<file path="src/rtl/axi_lite_pkg.sv">
// Shared AXI4-Lite constants and the arbiter path FSM state types.
package axi_lite_pkg;

  localparam int unsigned AXI_DATA_W = 32;
  localparam int unsigned AXI_STRB_W = 4;

  localparam logic [1:0] AXI_RESP_OKAY   = 2'b00;
  localparam logic [1:0] AXI_RESP_EXOKAY = 2'b01;
  localparam logic [1:0] AXI_RESP_SLVERR = 2'b10;
  localparam logic [1:0] AXI_RESP_DECERR = 2'b11;

  typedef enum logic [1:0] {WIdle, WAddr, WResp} wr_state_e;
  typedef enum logic [1:0] {RIdle, RAddr, RData} rd_state_e;

endpackage

</file>
<file path="src/rtl/axi_lite_rr_arb2.sv">
// Two-requester arbiter: combinational pick plus a "who won last" pointer that
// moves only when the caller accepts the pick.
module axi_lite_rr_arb2 #(
  parameter bit RR_EN = 1'b1
) (
  input  logic       aclk,
  input  logic       aresetn,
  input  logic [1:0] i_req,
  input  logic       i_advance,
  output logic [1:0] o_grant
);

  logic r_last_m1;

  always_comb begin
    o_grant = 2'b00;
    case (i_req)
      2'b01:   o_grant = 2'b01;
      2'b10:   o_grant = 2'b10;
      2'b11:   o_grant = (!RR_EN || r_last_m1) ? 2'b01 : 2'b10;
      default: o_grant = 2'b00;
    endcase
  end

  always_ff @(posedge aclk) begin
    if (!aresetn) begin
      r_last_m1 <= 1'b1;
    end else if (i_advance) begin
      r_last_m1 <= o_grant[1];
    end
  end

endmodule

</file>
<file path="src/rtl/axi_lite_2to1_arbiter.sv">
// AXI4-Lite 2->1 arbiter: independent write and read paths, one outstanding
// transaction each, grant held until the response handshake.
module axi_lite_2to1_arbiter
  import axi_lite_pkg::*;
#(
  parameter bit          RR_EN  = 1'b1,
  parameter int unsigned ADDR_W = 32
) (
  input  logic                  aclk,
  input  logic                  aresetn,
  input  logic [ADDR_W-1:0]     i_m0_awaddr,
  input  logic [2:0]            i_m0_awprot,
  input  logic                  i_m0_awvalid,
  output logic                  o_m0_awready,
  input  logic [AXI_DATA_W-1:0] i_m0_wdata,
  input  logic [AXI_STRB_W-1:0] i_m0_wstrb,
  input  logic                  i_m0_wvalid,
  output logic                  o_m0_wready,
  output logic [1:0]            o_m0_bresp,
  output logic                  o_m0_bvalid,
  input  logic                  i_m0_bready,
  input  logic [ADDR_W-1:0]     i_m0_araddr,
  input  logic [2:0]            i_m0_arprot,
  input  logic                  i_m0_arvalid,
  output logic                  o_m0_arready,
  output logic [AXI_DATA_W-1:0] o_m0_rdata,
  output logic [1:0]            o_m0_rresp,
  output logic                  o_m0_rvalid,
  input  logic                  i_m0_rready,
  input  logic [ADDR_W-1:0]     i_m1_awaddr,
  input  logic [2:0]            i_m1_awprot,
  input  logic                  i_m1_awvalid,
  output logic                  o_m1_awready,
  input  logic [AXI_DATA_W-1:0] i_m1_wdata,
  input  logic [AXI_STRB_W-1:0] i_m1_wstrb,
  input  logic                  i_m1_wvalid,
  output logic                  o_m1_wready,
  output logic [1:0]            o_m1_bresp,
  output logic                  o_m1_bvalid,
  input  logic                  i_m1_bready,
  input  logic [ADDR_W-1:0]     i_m1_araddr,
  input  logic [2:0]            i_m1_arprot,
  input  logic                  i_m1_arvalid,
  output logic                  o_m1_arready,
  output logic [AXI_DATA_W-1:0] o_m1_rdata,
  output logic [1:0]            o_m1_rresp,
  output logic                  o_m1_rvalid,
  input  logic                  i_m1_rready,
  output logic [ADDR_W-1:0]     o_s_awaddr,
  output logic [2:0]            o_s_awprot,
  output logic                  o_s_awvalid,
  input  logic                  i_s_awready,
  output logic [AXI_DATA_W-1:0] o_s_wdata,
  output logic [AXI_STRB_W-1:0] o_s_wstrb,
  output logic                  o_s_wvalid,
  input  logic                  i_s_wready,
  input  logic [1:0]            i_s_bresp,
  input  logic                  i_s_bvalid,
  output logic                  o_s_bready,
  output logic [ADDR_W-1:0]     o_s_araddr,
  output logic [2:0]            o_s_arprot,
  output logic                  o_s_arvalid,
  input  logic                  i_s_arready,
  input  logic [AXI_DATA_W-1:0] i_s_rdata,
  input  logic [1:0]            i_s_rresp,
  input  logic                  i_s_rvalid,
  output logic                  o_s_rready,
  output logic [1:0]            o_wr_grant,
  output logic [1:0]            o_rd_grant
);

  wr_state_e  r_wst;
  rd_state_e  r_rst;
  logic [1:0] r_wr_grant, r_rd_grant, w_wr_pick, w_rd_pick;
  logic       r_aw_done, r_w_done;
  logic       w_wr_start, w_rd_start, w_aw_hs, w_w_hs, w_b_hs, w_ar_hs, w_r_hs;
  logic       w_aw_rdy, w_w_rdy, w_b_vld, w_ar_rdy, w_r_vld;

  axi_lite_rr_arb2 #(.RR_EN(RR_EN)) u_wr_arb (
    .aclk     (aclk),
    .aresetn  (aresetn),
    .i_req    ({i_m1_awvalid, i_m0_awvalid}),
    .i_advance(w_wr_start),
    .o_grant  (w_wr_pick)
  );

  axi_lite_rr_arb2 #(.RR_EN(RR_EN)) u_rd_arb (
    .aclk     (aclk),
    .aresetn  (aresetn),
    .i_req    ({i_m1_arvalid, i_m0_arvalid}),
    .i_advance(w_rd_start),
    .o_grant  (w_rd_pick)
  );

  assign w_wr_start = (r_wst == WIdle) && (i_m0_awvalid || i_m1_awvalid);
  assign w_rd_start = (r_rst == RIdle) && (i_m0_arvalid || i_m1_arvalid);

  // Payloads follow the grant; valids and readies are additionally gated by state and reset.
  assign o_s_awaddr  = r_wr_grant[1] ? i_m1_awaddr : i_m0_awaddr;
  assign o_s_awprot  = r_wr_grant[1] ? i_m1_awprot : i_m0_awprot;
  assign o_s_wdata   = r_wr_grant[1] ? i_m1_wdata  : i_m0_wdata;
  assign o_s_wstrb   = r_wr_grant[1] ? i_m1_wstrb  : i_m0_wstrb;
  assign o_s_araddr  = r_rd_grant[1] ? i_m1_araddr : i_m0_araddr;
  assign o_s_arprot  = r_rd_grant[1] ? i_m1_arprot : i_m0_arprot;

  assign o_s_awvalid = aresetn && (r_wst == WAddr) && !r_aw_done &&
                       (r_wr_grant[1] ? i_m1_awvalid : i_m0_awvalid);
  assign o_s_wvalid  = aresetn && (r_wst == WAddr) && !r_w_done &&
                       (r_wr_grant[1] ? i_m1_wvalid : i_m0_wvalid);
  assign o_s_bready  = aresetn && (r_wst == WResp) &&
                       (r_wr_grant[1] ? i_m1_bready : i_m0_bready);
  assign o_s_arvalid = aresetn && (r_rst == RAddr) &&
                       (r_rd_grant[1] ? i_m1_arvalid : i_m0_arvalid);
  assign o_s_rready  = aresetn && (r_rst == RData) &&
                       (r_rd_grant[1] ? i_m1_rready : i_m0_rready);

  assign w_aw_hs = o_s_awvalid && i_s_awready;
  assign w_w_hs  = o_s_wvalid && i_s_wready;
  assign w_b_hs  = o_s_bready && i_s_bvalid;
  assign w_ar_hs = o_s_arvalid && i_s_arready;
  assign w_r_hs  = o_s_rready && i_s_rvalid;

  // Master-facing handshakes depend only on S inputs and registered state.
  assign w_aw_rdy = aresetn && (r_wst == WAddr) && !r_aw_done && i_s_awready;
  assign w_w_rdy  = aresetn && (r_wst == WAddr) && !r_w_done && i_s_wready;
  assign w_b_vld  = aresetn && (r_wst == WResp) && i_s_bvalid;
  assign w_ar_rdy = aresetn && (r_rst == RAddr) && i_s_arready;
  assign w_r_vld  = aresetn && (r_rst == RData) && i_s_rvalid;

  assign o_m0_awready = w_aw_rdy && r_wr_grant[0];
  assign o_m1_awready = w_aw_rdy && r_wr_grant[1];
  assign o_m0_wready  = w_w_rdy && r_wr_grant[0];
  assign o_m1_wready  = w_w_rdy && r_wr_grant[1];
  assign o_m0_bvalid  = w_b_vld && r_wr_grant[0];
  assign o_m1_bvalid  = w_b_vld && r_wr_grant[1];
  assign o_m0_arready = w_ar_rdy && r_rd_grant[0];
  assign o_m1_arready = w_ar_rdy && r_rd_grant[1];
  assign o_m0_rvalid  = w_r_vld && r_rd_grant[0];
  assign o_m1_rvalid  = w_r_vld && r_rd_grant[1];
  assign o_m0_bresp   = i_s_bresp;
  assign o_m1_bresp   = i_s_bresp;
  assign o_m0_rdata   = i_s_rdata;
  assign o_m1_rdata   = i_s_rdata;
  assign o_m0_rresp   = i_s_rresp;
  assign o_m1_rresp   = i_s_rresp;
  assign o_wr_grant   = r_wr_grant;
  assign o_rd_grant   = r_rd_grant;

  always_ff @(posedge aclk) begin
    if (!aresetn) begin
      r_wst      <= WIdle;
      r_wr_grant <= 2'b00;
      r_aw_done  <= 1'b0;
      r_w_done   <= 1'b0;
    end else begin
      unique case (r_wst)
        WIdle: if (w_wr_start) begin
          r_wr_grant <= w_wr_pick;
          r_wst      <= WAddr;
        end
        WAddr: begin
          if (w_aw_hs) r_aw_done <= 1'b1;
          if (w_w_hs)  r_w_done  <= 1'b1;
          if ((r_aw_done || w_aw_hs) && (r_w_done || w_w_hs)) r_wst <= WResp;
        end
        WResp: if (w_b_hs) begin
          r_wst      <= WIdle;
          r_wr_grant <= 2'b00;
          r_aw_done  <= 1'b0;
          r_w_done   <= 1'b0;
        end
        default: r_wst <= WIdle;
      endcase
    end
  end

  always_ff @(posedge aclk) begin
    if (!aresetn) begin
      r_rst      <= RIdle;
      r_rd_grant <= 2'b00;
    end else begin
      unique case (r_rst)
        RIdle: if (w_rd_start) begin
          r_rd_grant <= w_rd_pick;
          r_rst      <= RAddr;
        end
        RAddr: if (w_ar_hs) r_rst <= RData;
        RData: if (w_r_hs) begin
          r_rst      <= RIdle;
          r_rd_grant <= 2'b00;
        end
        default: r_rst <= RIdle;
      endcase
    end
  end

endmodule
</file>
<file path="config.mk">
export PLATFORM = sky130hd
export DESIGN_NAME = axi_lite_2to1_arbiter
export DESIGN_NICKNAME = d
export VERILOG_FILES = /design/src/rtl/axi_lite_pkg.sv /design/src/rtl/axi_lite_rr_arb2.sv /design/src/rtl/axi_lite_2to1_arbiter.sv
export SDC_FILE = /design/constraint.sdc
export NUM_CORES = 1
export LEC_CHECK = 0
export ABC_AREA = 0
export CAP_MARGIN = 25
export CORE_AREA = 2 2 178 180
export CTS_CLUSTER_DIAMETER = 120
export DETAILED_ROUTE_END_ITERATION = 8
export DIE_AREA = 0 0 180 182
export PLACE_DENSITY = 0.5
export SYNTH_ARGS = -nofsm -noshare
export SYNTH_HDL_FRONTEND = slang
export SYNTH_SLANG_ARGS = --single-unit
</file>
<file path="constraint.sdc">
create_clock -name aclk -period 4.3 [get_ports aclk]
set_clock_uncertainty 0.15 [all_clocks]
set_input_delay 0.86 -clock aclk [delete_from_list [all_inputs] [get_ports aclk]]
set_output_delay 0.86 -clock aclk [all_outputs]
set_load 0.03 [all_outputs]
</file>
Word level (Yosys, flattened, before mapping)
Index checks and enable logic that the tools add are counted.
{ "classes": {"muxes": 32, "eq_ne": 18, "n_reduce_logical": 51} }
{ "ops": {"columns": ["cell", "n"], "rows": [
  ["two-way mux 32 bit", 3],
  ["logical AND 1 bit", 34],
  ["case mux 2 bit (3 select lines)", 4],
  ["two-way mux 2 bit", 10],
  ["AND reduction 3 bit", 6],
  ["== test 2 bit, second input constant", 6],
  ["!= test 2 bit, second input constant", 5],
  ["== test 2 x 1 -> 1 bit, second input constant", 4],
  ["two-way mux 1 bit", 8],
  ["case mux 2 bit (2 select lines)", 2],
  ["two-way mux 3 bit", 2],
  ["!= test 2 x 1 -> 1 bit, second input constant", 3],
  ["nonzero test 2 bit", 3],
  ["zero test 2 bit", 2],
  ["logical OR 1 bit", 4],
  ["two-way mux 4 bit", 1],
  ["case mux 1 bit (2 select lines)", 2],
  ["zero test 1 bit", 2]
]} }
{ "word_totals": {"input_bits": 265, "output_inout_bits": 197, "word_cells": 109, "regBits": 12} }

Logic depth before layout (Yosys ltp)
Gate-level depths: netlist of the first run.
{ "logic_depth": {"depth_word": 9, "depth_mapped": 5, "depth_no_buf": 4} }

By module
Synthesis of the first run repeated with hierarchy kept, for this count alone.
{ "hier_totals": {"hier_cells": 288, "area_unflattened_um2": 2653.8} }
{ "modules_own_cells": {"columns": ["mod", "seq_area_each_um2", "area_per_inst_um2", "instances", "cells_per_inst"], "rows": [
  ["axi_lite_2to1_arbiter", 200.2, 2538.7, 1, 274],
  ["axi_lite_rr_arb2", 20.0, 57.6, 2, 7]
]} }

Worst setup path after synthesis of the first run
OpenSTA, ideal clock, no wires.
{ "synth_timing": {"path_kind": "input to output", "start": "input aresetn", "end": "output o_s_wvalid", "cell_stages": 2, "path_buffers": 0, "setup_slack_ns": 1.635, "arrival_time_ns": 1.655, "required_time_ns": 3.290, "path_cell_list": "nand3b_4 > nor3_1"} }
{ "synth_between": {"elab_chain_len": 3} }
{ "synth_rtl": {"columns": ["item", "line", "rtl"], "rows": [
  ["start: declaration", "axi_lite_2to1_arbiter.sv:10", "input logic aresetn,"],
  ["logical AND 1 bit (3 in series)", "axi_lite_2to1_arbiter.sv:108", "assign o_s_wvalid = aresetn && (r_wst == WAddr) && !r_w_done &&"],
  ["end: declaration", "axi_lite_2to1_arbiter.sv:55", "output logic o_s_wvalid,"]
]} }
Every way passes these cells.

Worst setup path after layout of the first run
{ "layout_timing": {"start": "input aresetn", "end": "output o_m1_bvalid"} }
{ "layout_between": {"elab_chain_len": 3} }
{ "layout_rtl": {"columns": ["item", "line", "rtl"], "rows": [
  ["logical AND 1 bit (2 in series)", "axi_lite_2to1_arbiter.sv:126", "assign w_b_vld = aresetn && (r_wst == WResp) && i_s_bvalid;"],
  ["logical AND 1 bit", "axi_lite_2to1_arbiter.sv:135", "assign o_m1_bvalid = w_b_vld && r_wr_grant[1];"],
  ["end: declaration", "axi_lite_2to1_arbiter.sv:39", "output logic o_m1_bvalid,"]
]} }
Every way passes these cells.

==> results of run 1 <==
[path summary, 6_finish.rpt]
| check | from | endpoint | slack, ns | cells past startpoint |
|---|---|---|---|---|
| worst min register to register | o_rd_grant[0] | o_rd_grant[0] | 0.38 | 2 |
| worst max register to register | o_wr_grant[1] | o_wr_grant[1] | 2.01 | 4 |
| worst min-delay path | o_rd_grant[0] | o_rd_grant[0] | 0.38 | 2 |
| worst max-delay path | aresetn | o_m1_bvalid | 0.43 | 5 |
[placed cells by master, fill, tap and decap left out, types with 2 or more instances in the layout]
master / instances
sky130_fd_sc_hd__dfxtp_1: 10
sky130_fd_sc_hd__mux2_2: 109
sky130_fd_sc_hd__nor2_1: 8
sky130_fd_sc_hd__nand2_1: 8
sky130_fd_sc_hd__and4_1: 4
sky130_fd_sc_hd__a21oi_1: 4
sky130_fd_sc_hd__nor3b_1: 2
sky130_fd_sc_hd__nand2b_1: 2
sky130_fd_sc_hd__nand3_1: 2
sky130_fd_sc_hd__o21ai_0: 3
sky130_fd_sc_hd__clkdlybuf4s50_1: 352
sky130_fd_sc_hd__o22ai_1: 2
sky130_fd_sc_hd__mux2i_1: 5
sky130_fd_sc_hd__nor3_1: 7
sky130_fd_sc_hd__and3_1: 7
sky130_fd_sc_hd__a32o_1: 2
sky130_fd_sc_hd__nor2b_1: 4
sky130_fd_sc_hd__buf_4: 7
sky130_fd_sc_hd__clkbuf_16: 3
[state kept, by name (all words and copies together), names as in the netlist]
signal and flops:
r_wst 2, o_wr_grant 2, u_wr_arb.r_last_m1 1, o_rd_grant 2, r_rst 2, r_aw_done 1
u_rd_arb.r_last_m1 1, r_w_done 1
[layout make-up]
class	count	area [um2]
inverter	1	3.75
tap	402	503
sequential	12	245
timing repair buffer	360	3600
fill	3436	24900
clock buffer	4	88.8
multi-input combinational	179	1690
[tightest hold or removal path, delay by kind of cell, from the launching register on]
| kind | cells | cell delay, ns |
|---|---|---|
| and+or+nand+nor | 1 | 0.07 |
| DFF | 1 | 0.34 |
| AOI/OAI and AO/OA | 1 | 0.07 |
[cells in the mapped netlist (2+ instances only)]
cell type,number
sky130_fd_sc_hd__a32o_1,2
sky130_fd_sc_hd__nand2_1,8
sky130_fd_sc_hd__nor3_1,7
sky130_fd_sc_hd__o21ai_0,3
sky130_fd_sc_hd__nand3_1,2
sky130_fd_sc_hd__nand2b_1,2
sky130_fd_sc_hd__and4_1,4
sky130_fd_sc_hd__mux2_2,109
sky130_fd_sc_hd__buf_4,72
sky130_fd_sc_hd__nor3b_1,2
sky130_fd_sc_hd__buf_2,13
sky130_fd_sc_hd__a21oi_1,4
sky130_fd_sc_hd__o22ai_1,2
sky130_fd_sc_hd__nor2_1,8
sky130_fd_sc_hd__and3_1,7
sky130_fd_sc_hd__nor2b_1,4
sky130_fd_sc_hd__mux2i_1,5
sky130_fd_sc_hd__dfxtp_1,12
[per-stage QoR]
step	total power (W)	utilization	area [um2]	std cells	worst slack (ns)
2_1_floorplan	0.000601	-	2550	279	1.63
3_3_place_gp	0.000921	0.195	6040	954	0.378
3_5_place_dp	0.000918	0.195	6040	954	0.385
4_1_cts	0.00113	0.198	6130	958	0.371
5_1_grt	0.00116	0.198	6130	958	0.208
6_report	0.00111	0.198	6130	958	0.434
[per-layer routing]
| layer | wire length [um] | share of wire |
|---|---|---|
| met1 | 6680 | 0.40 |
| met2 | 8030 | 0.48 |
| met5 | 18 | 0.0011 |
| met3 | 1960 | 0.12 |
| met4 | 135 | 0.0080 |
[kinds of logic (layout without fill, tap and decap cells)]
family                 count (synthesis)  in the layout  synth area share
AO/OA/AOI/OAI                         15             15            0.0450
buffers and inverters                 88            365             0.244
flip-flops                            12             12            0.0940
multiplexers                         114            114             0.500
AND/OR/NAND/NOR                       50             50             0.117
[power by group through the flow]
stage / clock network (W) / registers, W / logic [W]
after floorplan: 0 / 0.000134 / 0.000467
after global placement: 0 / 0.000149 / 0.000773
after detailed placement: 0 / 0.000148 / 0.000771
after CTS: 0.000203 / 0.000146 / 0.000778
after global routing: 0.000207 / 0.000147 / 0.000803
final: 0.000194 / 0.000145 / 0.000767
==> metrics.txt, run 1 <==
# TYPE chip_impl_metric gauge
chip_impl_info{name="crit_top_cell",value="sky130_fd_sc_hd__clkdlybuf4s50_1"} 1
chip_impl_metric{name="combinationalPowerShare",unit=""} 0.694
chip_impl_metric{name="cts_setup_buffers",unit=""} 0
chip_impl_metric{name="core.rowCount",unit=""} 65
chip_impl_metric{name="drt_wl_total",unit="mm"} 16.8
chip_impl_metric{name="gr-usage-met2",unit=""} 0.170
chip_impl_metric{name="critPathRequiredTime",unit="ns"} 3.29
chip_impl_metric{name="ctsResizeCount",unit=""} 0
chip_impl_metric{name="clkLatencyLatePin",unit="ns"} 0.24
chip_impl_metric{name="post_cts_hold_buffer_count",unit=""} 0
chip_impl_metric{name="timing.final.crit_period",unit="ns"} 3.87
chip_impl_metric{name="cts.reportedPaths.clkPinSlew",unit="ns"} 0.05
chip_impl_metric{name="max_freq",unit="MHz"} 259
chip_impl_metric{name="place.gp.congestion",unit=""} 0.742
chip_impl_metric{name="synth_top_cell_area_share",unit=""} 0.480
chip_impl_info{name="unrepaired_setup_endpoints_after_global_routing",value="no"} 1
chip_impl_metric{name="tightest_slew",unit="ns"} 0.630
chip_impl_metric{name="layout-drive-gt1-share",unit=""} 0.230
chip_impl_info{name="timing.critical_path.to_type",value="output pin"} 1
chip_impl_metric{name="power.clock.fraction",unit=""} 0.175
chip_impl_metric{name="critical-path-max-stage-delay",unit="ns"} 0.72
chip_impl_metric{name="htreeDepth",unit=""} 1
chip_impl_metric{name="floorplan.core_area",unit="mm2"} 0.0310
chip_impl_metric{name="timing.hold.ws",unit="ns"} 0.380
chip_impl_info{name="timing.critical_path.slowest_stage_cell",value="sky130_fd_sc_hd__clkdlybuf4s50_1"} 1
chip_impl_metric{name="placement.io_buffers",unit=""} 353
chip_impl_metric{name="min_period_over_period",unit=""} 0.899
chip_impl_metric{name="synth_sequential_area_ratio",unit=""} 0.0940
chip_impl_metric{name="grt_pass1_wl",unit="mm"} 23.2
chip_impl_info{name="cts-root-buf",value="sky130_fd_sc_hd__clkbuf_16"} 1
chip_impl_metric{name="post_drt_wl_per_cell",unit="um"} 17.6
chip_impl_metric{name="viasPerCell",unit=""} 3.32
chip_impl_metric{name="synth-async-reset-ratio",unit=""} 0
chip_impl_metric{name="route.detailed.drc",unit=""} 0
chip_impl_metric{name="maxSlewViolCount",unit=""} 0
chip_impl_metric{name="grt_pass1_vias",unit=""} 3556
chip_impl_metric{name="number_of_antenna_violating_nets_in_the_routed_design",unit=""} 0
chip_impl_metric{name="numCtsBuffers",unit=""} 3
chip_impl_metric{name="cts.sink_count",unit=""} 12
chip_impl_metric{name="syn_avg_cell_area",unit="um2"} 9.16
chip_impl_metric{name="yosysWarningCount",unit=""} 0
chip_impl_metric{name="antenna_cells_inserted",unit=""} 0
chip_impl_metric{name="grt_use_met1",unit=""} 0.111
chip_impl_metric{name="power-per-cell-area",unit="mW/mm2"} 180
chip_impl_metric{name="worst-path-max-fanout",unit=""} 10
chip_impl_metric{name="post_synth_num_cell_types",unit=""} 31
chip_impl_metric{name="y_dimension_of_the_die",unit="um"} 182
chip_impl_metric{name="buffers_from_clock_root_to_sink_at_most",unit=""} 2
chip_impl_metric{name="initial_core_util",unit=""} 0.0825
chip_impl_metric{name="timing.final.hold_violations",unit=""} 0
chip_impl_info{name="synth_top_cell_by_area",value="sky130_fd_sc_hd__mux2_2"} 1
chip_impl_metric{name="vias",unit=""} 3181
chip_impl_info{name="status",value="finished clean"} 1
chip_impl_info{name="hp-class",value="reg -> reg"} 1
chip_impl_metric{name="synth-seq-cells",unit=""} 12
chip_impl_metric{name="critical_path_arrival",unit="ns"} 2.86
chip_impl_info{name="synth.top_cells.by_area",value="sky130_fd_sc_hd__mux2_2 48%, sky130_fd_sc_hd__buf_4 21%, sky130_fd_sc_hd__dfxtp_1 9.4%"} 1
chip_impl_metric{name="postSynthCellCount",unit=""} 279
chip_impl_metric{name="synth_enable_flop_cells",unit=""} 0
chip_impl_metric{name="globalRoute.totalOverflow",unit=""} 0
chip_impl_metric{name="drt_first_iter_violations",unit=""} 63
chip_impl_metric{name="power_frac_seq",unit=""} 0.131
chip_impl_metric{name="ir_worst_vdd",unit="V"} 0.000104
chip_impl_metric{name="max-slew-margin-rel",unit=""} 0.568
chip_impl_metric{name="switchingPower",unit="W"} 0.000422
chip_impl_info{name="crit_type",value="in -> out"} 1
chip_impl_metric{name="gr_met3_demand_resource",unit=""} 0.0375
chip_impl_metric{name="mapped_nets",unit=""} 544
chip_impl_metric{name="cellInternalPower",unit="W"} 0.000683
chip_impl_info{name="path_cells",value="clkdlybuf4s50_1 -> buf_4 -> and2_1 -> and3_1 -> clkdlybuf4s50_1"} 1
chip_impl_metric{name="grt_start_max_net_pins",unit=""} 34
chip_impl_metric{name="die-width",unit="um"} 180
chip_impl_metric{name="maxCapViolations",unit=""} 0
chip_impl_metric{name="power_leakage",unit="nW"} 2.14
chip_impl_metric{name="worst-path-buf-inv",unit=""} 3
chip_impl_info{name="cell_type_group_with_the_largest_total_delay_on_the_critical_path",value="buffers and inverters"} 1
chip_impl_metric{name="timing.final.setup_violations",unit=""} 0
chip_impl_metric{name="gr-usage-all-layers",unit=""} 0.0965
chip_impl_info{name="clock_tree_from_tritoncts",value="done"} 1
chip_impl_info{name="global_route.peak_usage_layer",value="met2"} 1
chip_impl_info{name="ys_dominant_reg_cell",value="sky130_fd_sc_hd__dfxtp_1"} 1
chip_impl_metric{name="number_of_antenna_violations_at_the_first_check_in_global_routing",unit=""} 1
chip_impl_metric{name="hpwlAfterDp",unit="mm"} 14.8
chip_impl_metric{name="fin_tns_setup",unit="ns"} 0
chip_impl_metric{name="swShare",unit=""} 0.382
chip_impl_info{name="critical_path_source_type",value="primary input"} 1
chip_impl_metric{name="synthToLayoutAreaGrowth",unit="%"} 140
chip_impl_metric{name="drt_pass1_iterations",unit=""} 4
chip_impl_metric{name="netlist_area",unit="mm2"} 0.00255
chip_impl_metric{name="io_pins",unit=""} 462
chip_impl_metric{name="design.die.area",unit="mm2"} 0.0328
chip_impl_metric{name="design.final.nets",unit=""} 822
Note: power is estimated with default switching activity, not from simulation.
==> run 2, diff against run 1 <==
--- a/config.mk
+++ b/config.mk
@@ -11,6 +11,7 @@
 export CTS_CLUSTER_DIAMETER = 120
 export DETAILED_ROUTE_END_ITERATION = 8
 export DIE_AREA = 0 0 180 182
+export GPL_ROUTABILITY_DRIVEN = 0
 export PLACE_DENSITY = 0.5
 export SYNTH_ARGS = -nofsm -noshare
 export SYNTH_HDL_FRONTEND = slang
==> results of run 2 <==
Same layout as run 1: the final DEF is identical, and so are final timing and power.
==> run 3, diff against run 2 <==
--- a/config.mk
+++ b/config.mk
@@ -5,14 +5,14 @@
 export SDC_FILE = /design/constraint.sdc
 export NUM_CORES = 1
 export LEC_CHECK = 0
-export ABC_AREA = 0
+export ABC_AREA = 1
 export CAP_MARGIN = 25
-export CORE_AREA = 2 2 178 180
+export CORE_AREA = 2 2 179 181
 export CTS_CLUSTER_DIAMETER = 120
 export DETAILED_ROUTE_END_ITERATION = 8
-export DIE_AREA = 0 0 180 182
+export DIE_AREA = 0 0 181 183
 export GPL_ROUTABILITY_DRIVEN = 0
-export PLACE_DENSITY = 0.5
+export PLACE_DENSITY = 0.49
 export SYNTH_ARGS = -nofsm -noshare
 export SYNTH_HDL_FRONTEND = slang
 export SYNTH_SLANG_ARGS = --single-unit
==> metrics.txt, run 3 <==
# TYPE chip_impl_metric gauge
chip_impl_info{name="status",value="finished clean"} 1
chip_impl_metric{name="postSynthCellCount",unit=""} 539
chip_impl_metric{name="fin_tns_setup",unit="ns"} 0
chip_impl_metric{name="maxCapViolations",unit=""} 0
chip_impl_metric{name="post_cts_hold_buffer_count",unit=""} 0
chip_impl_info{name="critical_path_source_type",value="primary input"} 1
chip_impl_metric{name="multi_input_area",unit="mm2"} 0.00161
chip_impl_metric{name="layout.area.seq",unit="um2"} 241
chip_impl_metric{name="floorplan.core_area",unit="mm2"} 0.0312
chip_impl_info{name="timing.critical_path.to_type",value="output pin"} 1
chip_impl_metric{name="y_dimension_of_the_die",unit="um"} 183
chip_impl_metric{name="yosysWarningCount",unit=""} 0
chip_impl_metric{name="number_of_antenna_violations_at_the_first_check_in_global_routing",unit=""} 3
chip_impl_info{name="synth_most_common_cell",value="sky130_fd_sc_hd__nand2_1"} 1
chip_impl_info{name="layout.cells.most_common_list",value="353 x sky130_fd_sc_hd__clkdlybuf4s50_1, 349 x sky130_fd_sc_hd__nand2_1, 23 x sky130_fd_sc_hd__nor2_1, 20 x sky130_fd_sc_hd__inv_1, 11 x sky130_fd_sc_hd__dfxtp_1"} 1
chip_impl_metric{name="numCtsBuffers",unit=""} 3
chip_impl_metric{name="post_layout_nonfiller_instances",unit=""} 1208
chip_impl_info{name="synth.top_cells.by_area",value="sky130_fd_sc_hd__nand2_1 51%, sky130_fd_sc_hd__buf_4 21%, sky130_fd_sc_hd__dfxtp_1 9.3%"} 1
chip_impl_info{name="path_cells",value="clkdlybuf4s50_1 -> inv_1 -> nor2_1 -> nand2_1 -> nor2_1 -> clkdlybuf4s50_1"} 1
chip_impl_metric{name="die-width",unit="um"} 181
chip_impl_metric{name="number_of_antenna_violating_nets_in_the_routed_design",unit=""} 0
chip_impl_info{name="timing.critical_path.slowest_stage_cell",value="sky130_fd_sc_hd__clkdlybuf4s50_1"} 1
chip_impl_metric{name="power_leakage",unit="nW"} 2.70
chip_impl_metric{name="initial_core_util",unit=""} 0.0826
chip_impl_metric{name="cts.sink_count",unit=""} 12
chip_impl_info{name="routed.top_layer",value="met5"} 1
chip_impl_metric{name="placement.io_buffers",unit=""} 353
chip_impl_metric{name="synth_top_cell_area_share",unit=""} 0.508
chip_impl_metric{name="syn_avg_cell_area",unit="um2"} 4.78
chip_impl_metric{name="grt_pass1_wl",unit="mm"} 25.8
chip_impl_metric{name="synthToLayoutAreaGrowth",unit="%"} 138
chip_impl_info{name="unrepaired_setup_endpoints_after_global_routing",value="no"} 1
chip_impl_metric{name="buffers_from_clock_root_to_sink_at_most",unit=""} 2
chip_impl_metric{name="timing.final.hold_violations",unit=""} 0
chip_impl_metric{name="ctsResizeCount",unit=""} 0
chip_impl_metric{name="post_drt_wl_per_cell",unit="um"} 15.3
chip_impl_metric{name="synth-seq-cells",unit=""} 12
chip_impl_info{name="hold_path_startpoint",value="u_wr_arb.r_last_m1"} 1
chip_impl_metric{name="netlist_area",unit="mm2"} 0.00258
chip_impl_metric{name="cts_setup_buffers",unit=""} 0
chip_impl_metric{name="min_period_over_period",unit=""} 0.906
chip_impl_metric{name="timing.final.setup_violations",unit=""} 0
chip_impl_metric{name="grt_start_max_net_pins",unit=""} 77
chip_impl_metric{name="critPathRequiredTime",unit="ns"} 3.29
chip_impl_metric{name="timing.final.crit_period",unit="ns"} 3.90
chip_impl_metric{name="synth-async-reset-ratio",unit=""} 0
chip_impl_metric{name="design.die.area",unit="mm2"} 0.0331
chip_impl_metric{name="globalRoute.totalOverflow",unit=""} 0
chip_impl_info{name="synth_top_cell_by_area",value="sky130_fd_sc_hd__nand2_1"} 1
chip_impl_info{name="most_used_standard_cells_in_the_synthesized_netlist",value="349 x sky130_fd_sc_hd__nand2_1, 72 x sky130_fd_sc_hd__buf_4, 23 x sky130_fd_sc_hd__nor2_1, 20 x sky130_fd_sc_hd__inv_1, 12 x sky130_fd_sc_hd__dfxtp_1"} 1
chip_impl_metric{name="power-per-cell-area",unit="mW/mm2"} 198
chip_impl_metric{name="post_synth_num_cell_types",unit=""} 23
chip_impl_metric{name="timing.hold.ws",unit="ns"} 0.324
chip_impl_info{name="hp-class",value="reg -> reg"} 1
chip_impl_metric{name="critical_path_arrival",unit="ns"} 2.89
chip_impl_metric{name="drt_pass1_iterations",unit=""} 4
chip_impl_info{name="ys_dominant_reg_cell",value="sky130_fd_sc_hd__dfxtp_1"} 1
chip_impl_metric{name="worst-path-max-fanout",unit=""} 13
chip_impl_metric{name="critical-path-max-stage-delay",unit="ns"} 0.68
chip_impl_metric{name="max-slew-margin-rel",unit=""} 0.524
chip_impl_metric{name="grt_pass1_vias",unit=""} 4167
chip_impl_metric{name="vias",unit=""} 4069
chip_impl_info{name="cts-root-buf",value="sky130_fd_sc_hd__clkbuf_16"} 1
chip_impl_metric{name="core.rowCount",unit=""} 65
chip_impl_info{name="worstSetupStartpoint",value="aresetn"} 1
chip_impl_metric{name="htreeDepth",unit=""} 1
chip_impl_metric{name="met3_wirelength",unit="mm"} 1.91
chip_impl_metric{name="synth_enable_flop_cells",unit=""} 0
chip_impl_metric{name="io_pins",unit=""} 462
chip_impl_metric{name="ir_worst_vdd",unit="V"} 0.000133
chip_impl_metric{name="clkLatencyLatePin",unit="ns"} 0.23
chip_impl_metric{name="gr-usage-all-layers",unit=""} 0.104
chip_impl_metric{name="max_freq",unit="MHz"} 257
chip_impl_metric{name="design.final.nets",unit=""} 1071
chip_impl_metric{name="maxSlewViolCount",unit=""} 0
chip_impl_metric{name="synth_sequential_area_ratio",unit=""} 0.0932
chip_impl_metric{name="placed_cells_incl_taps",unit=""} 1203
chip_impl_metric{name="tightest_slew",unit="ns"} 0.714
chip_impl_metric{name="total_met2_wirelength_after_detailed_routing",unit="mm"} 8.98
chip_impl_info{name="timing.rr.start",value="o_wr_grant[1]"} 1
chip_impl_metric{name="drt_first_iter_violations",unit=""} 89
chip_impl_metric{name="route.detailed.drc",unit=""} 0
chip_impl_metric{name="drt_wl_total",unit="mm"} 18.5
chip_impl_metric{name="fillers",unit=""} 3565
chip_impl_metric{name="hpwlAfterDp",unit="mm"} 16.0
chip_impl_info{name="crit_type",value="in -> out"} 1
chip_impl_info{name="final_common_cell",value="sky130_fd_sc_hd__clkdlybuf4s50_1"} 1
chip_impl_metric{name="viasPerCell",unit=""} 3.37
chip_impl_metric{name="met1_length",unit="mm"} 7.38
chip_impl_metric{name="mapped_nets",unit=""} 804
chip_impl_metric{name="cts.reportedPaths.clkPinSlew",unit="ns"} 0.04
chip_impl_info{name="clock_tree_from_tritoncts",value="done"} 1
chip_impl_metric{name="layout-drive-gt1-share",unit=""} 0.0236
[run 3: cell types whose count changed after synthesis, sizes merged, moves of 7 or more]
cell / previous run / this run
inv: 1 / 22
clkbuf: 1 / 10
nand2: 8 / 349
mux2: 109 / 0
nor2: 8 / 28
and3: 7 / 0
[run 3: worst paths after layout]
path | endpoint | slack [ns] | depth (start not counted)
hold / removal | u_wr_arb.r_last_m1 | 0.32 | 2
setup / recovery | o_m1_rvalid | 0.40 | 6
hold reg to reg | u_wr_arb.r_last_m1 | 0.32 | 2
setup reg to reg | o_wr_grant[1] | 2.31 | 9
[run 3: cell type report]
type / count / area share
Timing Repair Buffer: 358 / 0.588
Multi-Input combinational cell: 409 / 0.263
Tap cell: 402 / 0.0819
Sequential cell: 12 / 0.0393
Clock buffer: 4 / 0.0145
Inverter: 22 / 0.0135
Antenna cell: 1 / 0.000408
[run 3: power by group]
part | leakage [nW] | switching, W | internal [W]
sequential | 0.0994 | 0.0000110 | 0.000121
clock | 0.0442 | 0.0000473 | 0.000140
combinational | 2.56 | 0.000475 | 0.000421
total | 2.70 | 0.000534 | 0.000683
[run 3: worst max-delay path, delay by kind of cell]
family	cells	cell delay, ns
simple gates	3	0.41
buf+inv	3	1.60
[run 3: metal layers]
| metal | track usage | vias to the layer above |
|---|---|---|
| met5 | 0 | - |
| met4 | 0.0130 | 2 |
| met3 | 0.0385 | 24 |
| met2 | 0.196 | 289 |
| met1 | 0.115 | 1681 |
| li1 | - | 2073 |
[run 3: through the flow]
step / utilization / instance area [um2] / worst slack (ns) / power (W)
floorplan: - / 2580 / 1.38 / 0.000648
detailed placement: 0.194 / 6050 / 0.284 / 0.00104
global placement: 0.194 / 6050 / 0.346 / 0.00105
CTS: 0.197 / 6140 / 0.283 / 0.00124
finish: 0.197 / 6140 / 0.403 / 0.00122
global route: 0.197 / 6140 / 0.256 / 0.00130
[run 3: kinds of logic (layout without fill, tap and decap cells)]
group                  after synthesis  count (layout)  synth area share
AND/OR/NAND/NOR                    394             394             0.592
AO/OA/AOI/OAI                       15              15            0.0330
buffers and inverters              118             384             0.281
other                                0               1                 0
flip-flops                          12              12            0.0932
